[config.mk]
export PLATFORM = sky130hd
export DESIGN_NAME = dft_bin_acc
export DESIGN_NICKNAME = d
export VERILOG_FILES = /design/src/rtl/dft_pkg.sv /design/src/rtl/cplx_mac.sv /design/src/rtl/dft_bin_acc.sv
export SDC_FILE = /design/constraint.sdc
export NUM_CORES = 2
export LEC_CHECK = 0
export CAP_MARGIN = 10
export CELL_PAD_IN_SITES_DETAIL_PLACEMENT = 1
export CELL_PAD_IN_SITES_GLOBAL_PLACEMENT = 1
export CORE_MARGIN = 1.5
export CORE_UTILIZATION = 50
export DETAILED_ROUTE_END_ITERATION = 6
export PLACE_DENSITY_LB_ADDON = 0.08
export SLEW_MARGIN = 20
export SYNTH_ARGS = -nofsm -noshare
export SYNTH_HDL_FRONTEND = slang
export SYNTH_SLANG_ARGS = --single-unit
[constraint.sdc]
create_clock -name CK -period 9.3 [get_ports CK]
set_input_delay 2.79 -clock CK [delete_from_list [all_inputs] [get_ports CK]]
set_output_delay 2.79 -clock CK [all_outputs]
set_load 0.005 [all_outputs]
[src/rtl/dft_pkg.sv]
// Shared state encoding and datapath widths for the two-bin DFT correlator.
package dft_pkg;
    localparam int SMP_W     = 18;
    localparam int PH_W      = 18;
    localparam int PROD_W    = SMP_W + PH_W;
    localparam int ADDR_W    = 9;
    localparam int ACC_W_DEF = 48;

    typedef enum logic [1:0] {
        IDLE = 2'd0,
        WAIT = 2'd1,
        ACC  = 2'd2,
        DONE = 2'd3
    } state_t;
endpackage

[src/rtl/cplx_mac.sv]
// One DFT bin: sample times cos/sin phasor, accumulated as re += x*cos, im -= x*sin.
// Result registered on the enabling edge; clr has priority over en.
module cplx_mac
    import dft_pkg::*;
#(
    parameter int ACC_W = ACC_W_DEF
) (
    input  logic                    clk,
    input  logic                    rst,
    input  logic                    clr,
    input  logic                    en,
    input  logic signed [SMP_W-1:0] smp,
    input  logic signed [PH_W-1:0]  cos_ph,
    input  logic signed [PH_W-1:0]  sin_ph,
    output logic signed [ACC_W-1:0] re,
    output logic signed [ACC_W-1:0] im
);
    logic signed [PROD_W-1:0] p_re;
    logic signed [PROD_W-1:0] p_im;

    assign p_re = smp * cos_ph;
    assign p_im = smp * sin_ph;

    // Full-precision products are sign-extended; the sums wrap at ACC_W.
    always_ff @(posedge clk or posedge rst) begin
        if (rst) begin
            re <= '0;
            im <= '0;
        end else if (clr) begin
            re <= '0;
            im <= '0;
        end else if (en) begin
            re <= re + ACC_W'(p_re);
            im <= im - ACC_W'(p_im);
        end
    end
endmodule

[src/rtl/dft_bin_acc.sv]
// Two-bin DFT correlator over an N-sample frame; done at S+PH_LAT+N (one later with DFT_BIN_ACC_MAG_EN).
// START restarts from any state; PH_LAT must be at least 2.
module dft_bin_acc
    import dft_pkg::*;
#(
    parameter int N      = 256,
    parameter int PH_LAT = 6,
    parameter int ACC_W  = ACC_W_DEF
) (
    input  logic                     CK,
    input  logic                     RST,
    input  logic                     START,
    input  logic signed [PH_W-1:0]   cos0,
    input  logic signed [PH_W-1:0]   sin0,
    input  logic signed [PH_W-1:0]   cos1,
    input  logic signed [PH_W-1:0]   sin1,
    output logic [ADDR_W-1:0]        smp_addr,
    input  logic signed [SMP_W-1:0]  smp_data,
    output logic signed [ACC_W-1:0]  re0,
    output logic signed [ACC_W-1:0]  im0,
    output logic signed [ACC_W-1:0]  re1,
    output logic signed [ACC_W-1:0]  im1,
    output logic                     busy,
    output logic                     done
`ifdef DFT_BIN_ACC_MAG_EN
    ,
    output logic [ACC_W-1:0]         mag0,
    output logic [ACC_W-1:0]         mag1
`endif
);
    localparam int CNT_W = 16;
    localparam logic [CNT_W-1:0] WAIT_LAST = CNT_W'(PH_LAT - 2);
    localparam logic [CNT_W-1:0] LAST_K    = CNT_W'(N - 1);

    state_t           state, state_nxt;
    logic [CNT_W-1:0] cnt, cnt_nxt;
    logic             acc_clr;
    logic             acc_en;

    always_ff @(posedge CK or posedge RST) begin
        if (RST) begin
            state <= IDLE;
            cnt   <= '0;
        end else begin
            state <= state_nxt;
            cnt   <= cnt_nxt;
        end
    end

    // cnt counts wait cycles in WAIT and the sample index k in ACC.
    always_comb begin
        state_nxt = state;
        cnt_nxt   = cnt;
        acc_clr   = 1'b0;
        acc_en    = 1'b0;
        if (START) begin
            state_nxt = WAIT;
            cnt_nxt   = '0;
            acc_clr   = 1'b1;
        end else begin
            case (state)
                IDLE: begin
                    state_nxt = IDLE;
                end
                WAIT: begin
                    if (cnt == WAIT_LAST) begin
                        state_nxt = ACC;
                        cnt_nxt   = '0;
                    end else begin
                        cnt_nxt = cnt + 1'b1;
                    end
                end
                ACC: begin
                    acc_en = 1'b1;
                    if (cnt == LAST_K) begin
                        state_nxt = DONE;
                        cnt_nxt   = '0;
                    end else begin
                        cnt_nxt = cnt + 1'b1;
                    end
                end
                DONE: begin
`ifdef DFT_BIN_ACC_MAG_EN
                    if (cnt == '0) begin
                        cnt_nxt = cnt + 1'b1;
                    end else begin
                        state_nxt = IDLE;
                        cnt_nxt   = '0;
                    end
`else
                    state_nxt = IDLE;
`endif
                end
                default: begin
                    state_nxt = IDLE;
                    cnt_nxt   = '0;
                end
            endcase
        end
    end

    // Address runs one cycle ahead of the phasor index to cover the RAM read latency.
    assign smp_addr = (state == ACC && cnt != LAST_K) ? ADDR_W'(cnt + 1'b1) : '0;
    assign busy     = (state != IDLE);

`ifdef DFT_BIN_ACC_MAG_EN
    assign done = (state == DONE) && (cnt != '0) && !START;
`else
    assign done = (state == DONE) && !START;
`endif

    cplx_mac #(.ACC_W(ACC_W)) u_bin0 (
        .clk    (CK),
        .rst    (RST),
        .clr    (acc_clr),
        .en     (acc_en),
        .smp    (smp_data),
        .cos_ph (cos0),
        .sin_ph (sin0),
        .re     (re0),
        .im     (im0)
    );

    cplx_mac #(.ACC_W(ACC_W)) u_bin1 (
        .clk    (CK),
        .rst    (RST),
        .clr    (acc_clr),
        .en     (acc_en),
        .smp    (smp_data),
        .cos_ph (cos1),
        .sin_ph (sin1),
        .re     (re1),
        .im     (im1)
    );

`ifdef DFT_BIN_ACC_MAG_EN
    function automatic logic [ACC_W-1:0] abs_v(input logic signed [ACC_W-1:0] v);
        return v[ACC_W-1] ? ACC_W'(-v) : ACC_W'(v);
    endfunction

    // Alpha-max-plus-beta-min estimate with alpha=1, beta=1/2.
    function automatic logic [ACC_W-1:0] mag_est(input logic signed [ACC_W-1:0] a,
                                                 input logic signed [ACC_W-1:0] b);
        logic [ACC_W-1:0] aa;
        logic [ACC_W-1:0] bb;
        aa = abs_v(a);
        bb = abs_v(b);
        return (aa > bb) ? (aa + (bb >> 1)) : (bb + (aa >> 1));
    endfunction

    always_ff @(posedge CK or posedge RST) begin
        if (RST) begin
            mag0 <= '0;
            mag1 <= '0;
        end else if (state == DONE && cnt == '0) begin
            mag0 <= mag_est(re0, im0);
            mag1 <= mag_est(re1, im1);
        end
    end
`endif
endmodule

==> results.toml <==
[clock_tree]
clk_pin_slew_worst_paths_ps = 60
cts.sinks = 210
cts_buffer_depth = 3
postCtsHoldBufs = 0
cts_made_buffers = 34
cts_tree = "built"
cts-root-buf = "clkbuf_16"
htreeDepth = 2
clk_latency_ps = 620

[setup_path]
critPathArrivalTime_ps = 9830
slowest_delay_ps = 590
reg2reg_slack_ps = 3410
endpoint = "u_bin1.re[45]$_DFFE_PP0P_"
r2r_start = "u_bin0.re[13]$_DFFE_PP0P_"
end_kind = "flop"
cp_data_required_time_ps = 9790
rr_worst_depth = 20
slowest_stage = "fa_2"
r2r_end = "u_bin0.re[42]$_DFFE_PP0P_"
critPathMaxFanout = 6
crit_type = "primary input to flop"
cp-start-kind = "primary input"
worstSetupStartpoint = "smp_data[17]"
crit_path_frequent_cell = "fa_1"

[route]
routed_wl_mm = 226.1
drc = 0
wl_per_cell_um = 22.12
dr.pass1.iters = 7
drtIter0Drc = 2601
vias_per_cell = 5.356
drtAntennaViolNets = 0
vias = 54740

[sta]
maxSlewViolCount = 0
worstMarginPinSlew_ps = 1114
fin_ws_ps = -42.02
min_period_over_period_pct = 100.5
slew_headroom_pct = 25.75
finalHoldViolations = 0
rsz0062_at_grt = "yes"
clock_skew_ps = 25.63
finalCriticalPeriod_ps = 9342
setup_viol = 2
max_freq_mhz = 107.0

[finish]
drive_above_1_share_pct = 17.27
final_nets = 10610
instances_no_fill = 10220
utilization_pct = 62.36
nFillCells = 15150
final_cell_area_mm2 = 0.08437
area.growth.synth_to_final_pct = 23.85

[synth]
synth_edf_count = 0
synthTopCellsByArea = "fa_1 (47%), inv_1 (10%), ha_1 (9.4%)"
synth-main-ff-cell = "dfrtp_1"
seq_area_frac_synth_pct = 7.714
syn_avg_cell_area_um2 = 9.257
synth_area_mm2 = 0.06812
synth_top_cell_area_share_pct = 47.14
synth_area_leader_cell = "fa_1"
yosys_warnings = 0
async_flop_share_pct = 100.0
synth_nets = 9569
yosysMostFrequentCell = "inv_1"
yosys-top-cells-count = "inv_1 (1812), fa_1 (1604), nand2_1 (856)"
synthesis.instances = 7359
yosysUniqueCellTypes = 83
synth-seq-cells = 210

[status]
violations = "negative setup slack"
status = "finished with violations"

[grt]
grt_antenna_before_repair = 26
grt_max_degree = 111
gr-usage-all-layers_pct = 32.65
grt_pass1_vias = 64260
grt_pass1_wl_mm = 349.8
grt-ovfl-total = 0

[place]
io_buffers = 295
gp_congestion = 0.8989
place_inst = 10050
dp_hpwl_mm = 182.1
place_area_mm2 = 0.08054
dp_slack_ps = -1070

[worst_hold_path]
holdCritPathClass = "flop to flop"

[die]
initial_core_util_pct = 50.35
die_w_um = 372.1
ioPinCount = 296
dieHeight_um = 372.1
dieArea_mm2 = 0.1385
fp.coreArea_mm2 = 0.1353
rows = 135

[job]
max_cap_viol_count = 0
-- layout by cell type, fill, tap and decap left out, types with 133 or more instances in the layout --
cell type / synthesis / final
nand2_1: 856 / 840
fa_1: 1604 / 1539
ha_1: 513 / 459
clkdlybuf4s50_1: 0 / 222
dfrtp_1: 210 / 210
nor2_1: 243 / 234
buf_4: 0 / 883
and2_1: 568 / 561
inv_1: 1812 / 1769
o21ai_0: 160 / 133
-- state kept, by name, indices dropped and copies added (netlist names) --
signal and count:
u_bin0.im 48, state 2, cnt 16, u_bin1.re 48
u_bin0.re 48, u_bin1.im 48
-- area by class of cell --
cell class              count  area, µm²  area share (%)
well taps                1781       2228           2.641
clock inverters            14      274.0          0.3248
flip-flops and latches    210       5255           6.229
multi-input cells        5015      56450           66.90
inverters                1813       6835           8.102
repair buffers           1325      12310           14.59
diodes                     16      40.04         0.04746
clock buffers              47      980.9           1.163
-- cells by family after synthesis --
kind of cell,after synthesis,share of synthesized area [%]
fa+ha+maj,2117,56.56
flops,210,7.714
compound gates,638,5.938
simple gates,1960,13.94
xor+xnor,195,2.507
buf+inv,2134,11.76
mux,105,1.576
-- worst min path at each step --
stage | start | endpoint | slack [ps] | cells past startpoint
2_1_floorplan | cnt[11]$_DFFE_PP0P_ | cnt[11]$_DFFE_PP0P_ | 490 | 1
3_3_place_gp | u_bin1.im[19]$_DFFE_PP0P_ | u_bin1.im[19]$_DFFE_PP0P_ | 500 | 2
3_5_place_dp | u_bin1.im[18]$_DFFE_PP0P_ | u_bin1.im[18]$_DFFE_PP0P_ | 510 | 2
4_1_cts | u_bin1.im[18]$_DFFE_PP0P_ | u_bin1.im[18]$_DFFE_PP0P_ | 520 | 2
5_1_grt | u_bin1.im[13]$_DFFE_PP0P_ | u_bin1.im[13]$_DFFE_PP0P_ | 550 | 2
6_report | u_bin1.im[18]$_DFFE_PP0P_ | u_bin1.im[18]$_DFFE_PP0P_ | 510 | 2
-- per-layer routing --
| layer | part of all wire [%] | global-route usage (%) |
|---|---|---|
| met5 | 0.054 | 0 |
| met4 | 4.0 | 11.63 |
| met3 | 4.4 | 3.884 |
| met2 | 52 | 58.21 |
| met1 | 40 | 40.69 |
-- worst max-delay path, delay by kind of cell --
family,cells,cell delay (ps)
fa+ha+maj,8,3790
compound gates,6,1240
buf+inv,8,960
simple gates,3,810
mux,1,190
-- per-stage QoR --
| stage | hold WS, ps | setup TNS [ps] |
|---|---|---|
| after floorplan | 487.6 | -754.0 |
| after global placement | 497.5 | -49930 |
| after detailed placement | 505.9 | -63610 |
| after CTS | 518.8 | -21.23 |
| after global routing | 548.5 | -1184 |
| final | 514.2 | -60.71 |
-- timing repair --
item,in CTS,in global routing
setup endpoints to repair,52,79
gates resized for setup,126,321
setup buffers,23,61
hold endpoints to repair,0,0
pin swaps,68,202
cloned,6,11
Power is left out: the tool's default activity adds up to more than one toggle a clock period on the data nets, which glitch-free logic cannot reach.
